===== src/rtl/cmd_physical_crc.sv =====
// rtl/cmd_physical_crc.sv - SD CMD-line physical layer: CRC7 framing, serial tx, timed rx with checks
module cmd_physical_crc #(
  parameter int LONG_W  = 136,
  parameter int SHORT_W = 48,
  parameter int NCR_MAX = 64,
  parameter int NCC_MIN = 8,
  parameter int CNT_W   = 8
) (
  input  logic              CLK_SD_card,
  input  logic              reset,
  input  logic              new_cmd,
  input  logic [37:0]       cmd_index_arg,
  input  logic [1:0]        resp_type,
  input  logic              REQ_in,
  input  logic              ACK_in,
  input  logic              cmd_from_sd,
  output logic              REQ_out,
  output logic              ACK_out,
  output logic [LONG_W-1:0] cmd_response,
  output logic              cmd_to_sd,
  output logic              cmd_to_sd_oe,
  output logic              timeout_error,
  output logic              crc_error,
  output logic              end_bit_error,
  output logic              physical_inactive
);

  typedef enum logic [2:0] {IDLE, SETUP, SEND, NCC, WAIT, RECV, RETURN} state_t;

  function automatic logic [6:0] crc7_step(input logic [6:0] crc, input logic b);
    logic fb;
    fb = b ^ crc[6];
    return {crc[5:0], 1'b0} ^ (fb ? 7'h09 : 7'h00);
  endfunction

  state_t             state;
  logic [46:0]        tx_sr;
  logic [LONG_W-2:0]  rx_sr;
  logic [CNT_W-1:0]   cnt;
  logic [6:0]         rx_crc;
  logic [1:0]         rtype;

  logic [39:0]        hdr;
  logic [6:0]         tx_crc;
  logic               long_sel;
  logic [CNT_W-1:0]   cnt_inc;
  logic [CNT_W-1:0]   rx_w;
  logic [LONG_W-1:0]  rx_next;
  logic               crc_bit_en;
  logic               rx_done;
  logic               tbit;

  assign hdr = {2'b01, cmd_index_arg};

  always_comb begin
    tx_crc = '0;
    for (int i = 39; i >= 0; i--) tx_crc = crc7_step(tx_crc, hdr[i]);
  end

  assign long_sel = (rtype == 2'b10);
  assign cnt_inc  = (cnt == '1) ? cnt : cnt + 1'b1;
  assign rx_w     = long_sel ? CNT_W'(LONG_W) : CNT_W'(SHORT_W);
  assign rx_next  = {rx_sr, cmd_from_sd};
  assign rx_done  = (cnt_inc == rx_w);
  assign tbit     = long_sel ? rx_next[LONG_W-2] : rx_next[SHORT_W-2];
  // Long responses exclude the 8 header bits from the CRC; short ones cover everything before the CRC.
  assign crc_bit_en = long_sel ? (cnt >= CNT_W'(8) && cnt < CNT_W'(LONG_W-8))
                               : (cnt < CNT_W'(SHORT_W-8));

  always_ff @(posedge CLK_SD_card) begin
    if (reset) begin
      state             <= IDLE;
      REQ_out           <= 1'b0;
      ACK_out           <= 1'b0;
      cmd_response      <= '0;
      cmd_to_sd         <= 1'b1;
      cmd_to_sd_oe      <= 1'b0;
      timeout_error     <= 1'b0;
      crc_error         <= 1'b0;
      end_bit_error     <= 1'b0;
      physical_inactive <= 1'b1;
      tx_sr             <= '0;
      rx_sr             <= '0;
      cnt               <= '0;
      rx_crc            <= '0;
      rtype             <= '0;
    end else begin
      ACK_out <= 1'b0;
      case (state)
        IDLE: if (new_cmd) begin
          state             <= SETUP;
          physical_inactive <= 1'b0;
        end
        SETUP: if (REQ_in) begin
          rtype         <= resp_type;
          tx_sr         <= {hdr[38:0], tx_crc, 1'b1};
          cmd_to_sd     <= hdr[39];
          cmd_to_sd_oe  <= 1'b1;
          cnt           <= CNT_W'(1);
          timeout_error <= 1'b0;
          crc_error     <= 1'b0;
          end_bit_error <= 1'b0;
          ACK_out       <= 1'b1;
          state         <= SEND;
        end
        SEND: if (cnt == CNT_W'(SHORT_W)) begin
          cmd_to_sd    <= 1'b1;
          cmd_to_sd_oe <= 1'b0;
          cnt          <= '0;
          state        <= (rtype == 2'b00) ? NCC : WAIT;
        end else begin
          cmd_to_sd <= tx_sr[46];
          tx_sr     <= {tx_sr[45:0], 1'b1};
          cnt       <= cnt_inc;
        end
        NCC: if (cnt == CNT_W'(NCC_MIN-1)) begin
          cnt               <= '0;
          state             <= IDLE;
          physical_inactive <= 1'b1;
        end else begin
          cnt <= cnt_inc;
        end
        WAIT: if (!cmd_from_sd) begin
          rx_sr  <= '0;
          rx_crc <= '0;
          cnt    <= CNT_W'(1);
          state  <= RECV;
        end else if (cnt == CNT_W'(NCR_MAX-1)) begin
          timeout_error     <= 1'b1;
          cnt               <= '0;
          state             <= IDLE;
          physical_inactive <= 1'b1;
        end else begin
          cnt <= cnt_inc;
        end
        RECV: begin
          rx_sr <= rx_next[LONG_W-2:0];
          cnt   <= cnt_inc;
          if (crc_bit_en) rx_crc <= crc7_step(rx_crc, cmd_from_sd);
          if (rx_done) begin
            cmd_response <= rx_next;
            REQ_out      <= 1'b1;
            cnt          <= '0;
            state        <= RETURN;
            if (tbit || !cmd_from_sd) end_bit_error <= 1'b1;
            if (rtype != 2'b11 && rx_next[7:1] != rx_crc) crc_error <= 1'b1;
          end
        end
        RETURN: if (ACK_in) begin
          REQ_out           <= 1'b0;
          state             <= IDLE;
          physical_inactive <= 1'b1;
        end
        default: state <= IDLE;
      endcase
    end
  end

endmodule


===== config.mk =====
export PLATFORM = sky130hd
export DESIGN_NAME = cmd_physical_crc
export DESIGN_NICKNAME = d
export VERILOG_FILES = /design/src/rtl/cmd_physical_crc.sv
export SDC_FILE = /design/constraint.sdc
export NUM_CORES = 1
export LEC_CHECK = 0
export ABC_AREA = 1
export CORE_ASPECT_RATIO = 1.75
export CORE_MARGIN = 2
export CORE_UTILIZATION = 43
export DETAILED_ROUTE_END_ITERATION = 10
export PLACE_DENSITY_LB_ADDON = 0.15
export SETUP_SLACK_MARGIN = 0.05
export SYNTH_ARGS = -nofsm -noshare
export SYNTH_HDL_FRONTEND = slang
export SYNTH_SLANG_ARGS = --single-unit
export TNS_END_PERCENT = 50

===== constraint.sdc =====
create_clock -name CLK_SD_card -period 2.8 [get_ports CLK_SD_card]
set_input_delay 0.84 -clock CLK_SD_card [delete_from_list [all_inputs] [get_ports CLK_SD_card]]
set_output_delay 0.84 -clock CLK_SD_card [all_outputs]
set_load 0.01 [all_outputs]

==> impl_summary.txt <==
----------------------------------------------------
[Run status]
  Outcome ... finished, final reports clean

[Floorplanning]
  Die boundary width ... 142.9 µm
  Rows ... 89
  Core footprint ... 0.03352 mm²
  Count of boundary I/O pins ... 190
  Vertical die dimension ... 247.1 µm
  Starting Density ... 43.31%
  Die area ... 0.03530 mm²

[STA]
  F_max ... 0.3684 GHz
  Worst setup skew after layout ... 0.01237 ns
  Remaining max-slew budget at the tightest pin ... 57.44%
  Fin. Hold Viols ... 0
  Unrepaired setup endpoints after global routing ... yes
  Final max-slew violation count ... 0
  WHS ... 0.4416 ns
  Actual slew at the worst max-slew pin ... 0.6385 ns
  Shortest clock period the worst path allows after layout ... 2.715 ns
  Setup-failing EPs final ... 0
  Share of the clock period used by the worst path ... 96.96%

[Synth]
  Cell count after synthesis ... 2,029
  Post-Syn Area ... 0.01452 mm²
  Largest family of logic cells by synthesized area ... simple AND/OR/NAND/NOR gates
  Fraction of synthesized cell area in xor and xnor cells ... 1.017%
  Fraction of the mapped netlist area in simple logic gates ... 22.66%
  YS warnings ... 0
  Seq/Total Area, Yosys ... 47.72%
  Number of unique standard cell types used by synthesis ... 38
  Proportion of netlist area held by the largest area contributor ... 47.72%
  Synthesized net count ... 2,077
  Async set or reset register ratio after synthesis ... 0%
  Most instantiated flip-flop cell in the synthesis netlist ... dfxtp_1
  Post-synth EDFFs ... 0
  Average footprint of a synthesized cell ... 7.154 µm²
  Fraction of the mapped netlist area in adder cells ... 0.1724%
  Largest area contributor in the synthesized netlist ... dfxtp_1
  Main area contributors after synthesis ... dfxtp_1 48%, nand2_1 15%, a21oi_1 11%
  Fraction of the mapped netlist area in compound gates ... 19.59%
  Synthesis-stage register bit count ... 346
  Multiplexer share of the synthesized area ... 0%

[Placed design]
  Port Buffers ... 189
  Routability Congestion ... 0.8753
  Total instance count after detailed placement ... 2,615
  Dpl cell area ... 0.01719 mm²
  Detailed-placement wirelength estimate ... 25,880 µm

[Power and ir drop]
  Pwr/cell area ... 685.7 mW/mm²
  Leakage power total ... 7.137 nW
  Total Power ... 12.76 mW
  VDD IR max ... 0.0005922 V

[Finish]
  Utilization after layout ... 55.53%
  Most frequent standard cell in the layout excluding fill and tap cells ... nand2_1
  Antenna diode count ... 0
  Fill count ... 3,293
  Final std cells w/o fill ... 2,678
  Final #Nets ... 2,250
  Fraction of final layout cells with drive strength greater than 1 ... 12.06%
  Synthesis-to-layout area growth ... 28.23%
  Most frequent cells in the layout ... 549 x nand2_1, 344 x dfxtp_1, 304 x a21oi_1
  Non-Filler Cell Area, Final ... 0.01861 mm²

[Detailed routing]
  Aggregate routed wire length ... 38,000 µm
  DRC Markers ... 0
  Vias per Instance ... 5.035
  First DRT Iteration DRCs ... 747
  Vias after detailed routing ... 13,480
  DRT Pass-1 Iters ... 5
  Wire length per cell after detailed routing ... 14.19 µm
  Antenna-violating nets left ... 0

[Worst setup path]
  Worst Path Required ... 3.25 ns
  Critical Path Start Type ... flop
  Critical Path End Type ... flop
  Critical path launch point ... cnt[0]
  Crit-path max FO ... 20
  Critical R2R Launch ... cnt[0]
  Kind of critical path ... reg2reg
  Crit path arrival time ... 3.16 ns

[Clock network]
  Depth of the CTS H-tree ... 1
  CTS tree ... done
  Maximum buffer depth of the clock tree ... 3
  Worst-path clk slew ... 0.07 ns
  Latest clock arrival within the worst-skew pair ... 0.57 ns
  CTS buffer count ... 31
  Hold Buf Count CTS ... 0
  Clk root buf ... clkbuf_16
  Clock sink count ... 346

[Global routing]
  Pin count of the biggest net entering global routing ... 142
  Highest-utilization routing layer at the global route stage ... met2
  Grt ovf ... 0
  GR Layer Usage met2 ... 39.65%
  Number of antenna violations at the first check in global routing ... 0
  Global routing usage on met3 ... 2.595%
  GR Layer Usage met1 ... 22.76%
  Total global routing track utilization ... 20.68%
  Wire length of the first global-routing pass ... 60,450 µm
  Number of global-route vias before repair ... 12,580

[Worst hold path]
  HP Class ... reg2reg
  Worst Hold Launch ... cmd_response[25]

[Flow run]
  Max_cap viols ... 0

----------------------------------------------------
power breakdown:
part | leakage (nW) | switching (mW) | internal (mW)
clock | 0.515 | 1.85 | 2.53
sequential | 2.80 | 0.195 | 5.28
combinational | 3.82 | 1.88 | 1.02
total | 7.14 | 3.93 | 8.84
sequential cells by signal, summed over array words and instances (netlist names), 2 cells and up:
signal	flops
cmd_response	136
rx_crc	7
state	3
tx_sr	47
rx_sr	135
cnt	8
rtype	2
cell usage after synthesis (7+ instances only):
cell type	count
o21ai_0	180
dfxtp_1	346
nand3_1	73
nand2_4	9
nand3_2	7
a21oi_1	305
inv_2	9
nand2_1	589
o21ai_1	12
nand2_2	42
nor2_1	31
clkbuf_1	108
a31oi_1	40
xor2_1	12
inv_1	212
routing by layer:
metal / share of wire (%) / wire [µm]
met5: 0 / 0
met4: 3.4 / 1276
met3: 3.7 / 1424
met2: 54 / 20410
met1: 39 / 14890
cell type report:
cell class	count	area, µm²	share of cell area (%)
clock buffer	42	867.1	4.658
multi-input combinational	1343	6589	35.40
tap	455	569.3	3.058
clock inverter	12	171.4	0.9209
inverter	222	838.3	4.504
timing repair buffer	258	2650	14.24
sequential	346	6929	37.23
metrics by stage:
stage | setup TNS, ns | worst slack [ns]
after floorplan | 0 | 0.1696
after global placement | -5.607 | -0.9746
after detailed placement | -5.843 | -0.9860
after CTS | 0 | 0.03918
after global routing | -0.003982 | -0.003365
final | 0 | 0.08525
timing repair:
item	4_1_cts	5_1_grt
gates cloned	0	4
resized for setup	38	96
pin swaps	5	33
setup endpoints to repair	22	128
buffers inserted	0	5
worst max-delay path: stages, from the launching register on:
cell	delay, ns
dfxtp_2	0.37
ha_4	0.16
nand2_4	0.07
nor2_4	0.14
nand2_1	0.08
nor2_2	0.18
nand2_4	0.12
xor2_2	0.17
inv_1	0.07
nor4_2	0.27
buf_4	0.16
nand3_4	0.13
buf_4	0.21
clkbuf_16	0.18
o21ai_0	0.22
a21oi_1	0.07
cells by family (layout without fill, tap and decap cells):
logic type | count (synthesis) | in the layout
buffers and inverters | 340 | 534
DFF | 346 | 346
AOI/OAI and AO/OA | 550 | 550
adders and majority gates | 2 | 2
xor gates and xnor gates | 16 | 16
and+or+nand+nor | 775 | 775
path summary, 6_finish.rpt:
check / endpoint / depth (start not counted) / slack [ns]
setup reg to reg: cmd_response[77] / 15 / 0.09
setup / recovery: cmd_response[77] / 15 / 0.09
hold / removal: cmd_response[25] / 2 / 0.44
hold reg to reg: cmd_response[25] / 2 / 0.44
Note: power is estimated with default switching activity, not from simulation.
==> RTL change (config.mk and constraints unchanged) <==
Encoding of `state_t`: now one-hot (7 bits for 7 states).
--- a/src/rtl/cmd_physical_crc.sv
+++ b/src/rtl/cmd_physical_crc.sv
@@ -27,3 +27,3 @@
 
-  typedef enum logic [2:0] {IDLE, SETUP, SEND, NCC, WAIT, RECV, RETURN} state_t;
+  typedef enum logic [6:0] {IDLE = 7'b0000001, SETUP = 7'b0000010, SEND = 7'b0000100, NCC = 7'b0001000, WAIT = 7'b0010000, RECV = 7'b0100000, RETURN = 7'b1000000} state_t;
 
Formal check against the unedited RTL: no difference found for any inputs over 4 cycles, from zero or initial values and one cycle with reset high; so few cycles prove little.
==> RTL change against the unedited design <==
Synthesized area down 0.40%. Wire length rose by 2.6%. Sequential cell count is 4 higher. Cell count fell by 2.4%. Worst setup slack gained 0.015 ns. Cell area is 2.9% higher. Synthesized cell count decreased by 1.2%. Total power decreased by 8.0%. Clock power up 3%.
==> RTL change: results (changes against the unedited design) <==
vias: 13400  # -0.70%
wl_met3_mm: 1.30  # -9.0%
htree_levels: 2  # +1
max_slew.worst_pin.slew_ns: 0.961  # +0.323 ns
outcome: "finished, final reports clean"
nMultiInputCombCells: 1350  # +0.52%
grt_start_max_net_pins: 213  # +50%
cts_buffers: 34  # +9.7%
grt_pass1_vias: 12300  # -2.1%
holdWs_ns: 0.442  # +0.000626 ns
vdd_drop_max_mv: 0.488  # -18%
dp_slack_ns: -0.853  # +0.133 ns
worstHoldEndpoint: "cmd_response[35]"
ys_seq_area_frac: 0.485  # +0.00744
synth_cell_types: 43  # +13%
dp_hpwl_mm: 24.2  # -6.5%
reg2reg_depth: 16  # +1
final.clkbuf_count: 51  # +21%
grt_pass1_wl_mm: 58.5  # -3.2%
p_leak_uw: 0.00732  # +2.5%
drt_iter0_drc: 598  # -20%
critical_path_arrival_ns: 3.10  # -0.06 ns
synth-compound-area-share: 0.179  # -0.0165
clk_latency_ns: 0.51  # -0.06 ns
ys_top_cells_by_area: "dfxtp_1 48%, nand2_1 17%, a21oi_1 11%, o21ai_0 4.8%, inv_1 4.5%"
seqCellArea_um2: 7010  # +1.2%
place_inst: 2534  # -3.1%
syn_nets: 2053  # -1.2%
n_fill_cell: 3110  # -5.6%
nets: 2231  # -0.84%
synth-adder-area-share: 0.00173  # +0.00000686
regToRegEndpoint: "cmd_response[40]"
grt_util_met2: 0.376  # -0.0206
wl_mm: 39.0  # +2.6%
grt.total_usage: 0.201  # -0.00589
wl_met2_mm: 21.1  # +3.2%
gp_congestion: 0.864  # -1.3%
vias_per_cell: 5.12  # +1.8%
internal_power_uw: 8470  # -4.2%
nonClkBufAreaFrac: 0.142  # about the same
hp-start: "cmd_response[35]"
grt_util_met1: 0.226  # -0.00203
synthXorXnorAreaFrac: 0.0161  # +0.00592
cp_max_fo: 36  # +80%
synth_common_cells: "640 x nand2_1, 350 x dfxtp_1, 309 x a21oi_1"
avgSynthCellArea_um2: 7.21  # +0.80%
clk_share: 0.0566  # +0.000820
post-route-util: 0.580  # +0.0248
## RTL change: power groups by stage
stage	logic (uW)	clock network, uW	registers, uW
global route	2310	4810	5160
finish	2100	4490	5150
global placement	1600	0	5250
floorplan	1160	0	5250
detailed placement	1630	0	5260
CTS	1650	4610	5150
## RTL change: how the worst max path moves through the flow
| stage | from | endpoint | slack, ns | depth (start not counted) |
|---|---|---|---|---|
| final | cnt[0] | cmd_response[40] | 0.1 | 16 |
| after global routing | cnt[0] | cmd_response[94] | -0.03 | 16 |
| after CTS | cnt[0] | cmd_response[27] | 0.02 | 15 |
| after detailed placement | cmd_index_arg[36] | tx_sr[6] | -0.85 | 23 |
| after global placement | cmd_index_arg[36] | tx_sr[7] | -0.79 | 26 |
| after floorplan | cmd_index_arg[35] | tx_sr[6] | 0.11 | 21 |
## RTL change: what timing repair did
item,4_1_cts,5_1_grt
pin swaps,20,96
resized for setup,37,305
hold endpoints to repair,0,0
gates cloned,0,9
setup buffers,0,10
setup endpoints to repair,12,155
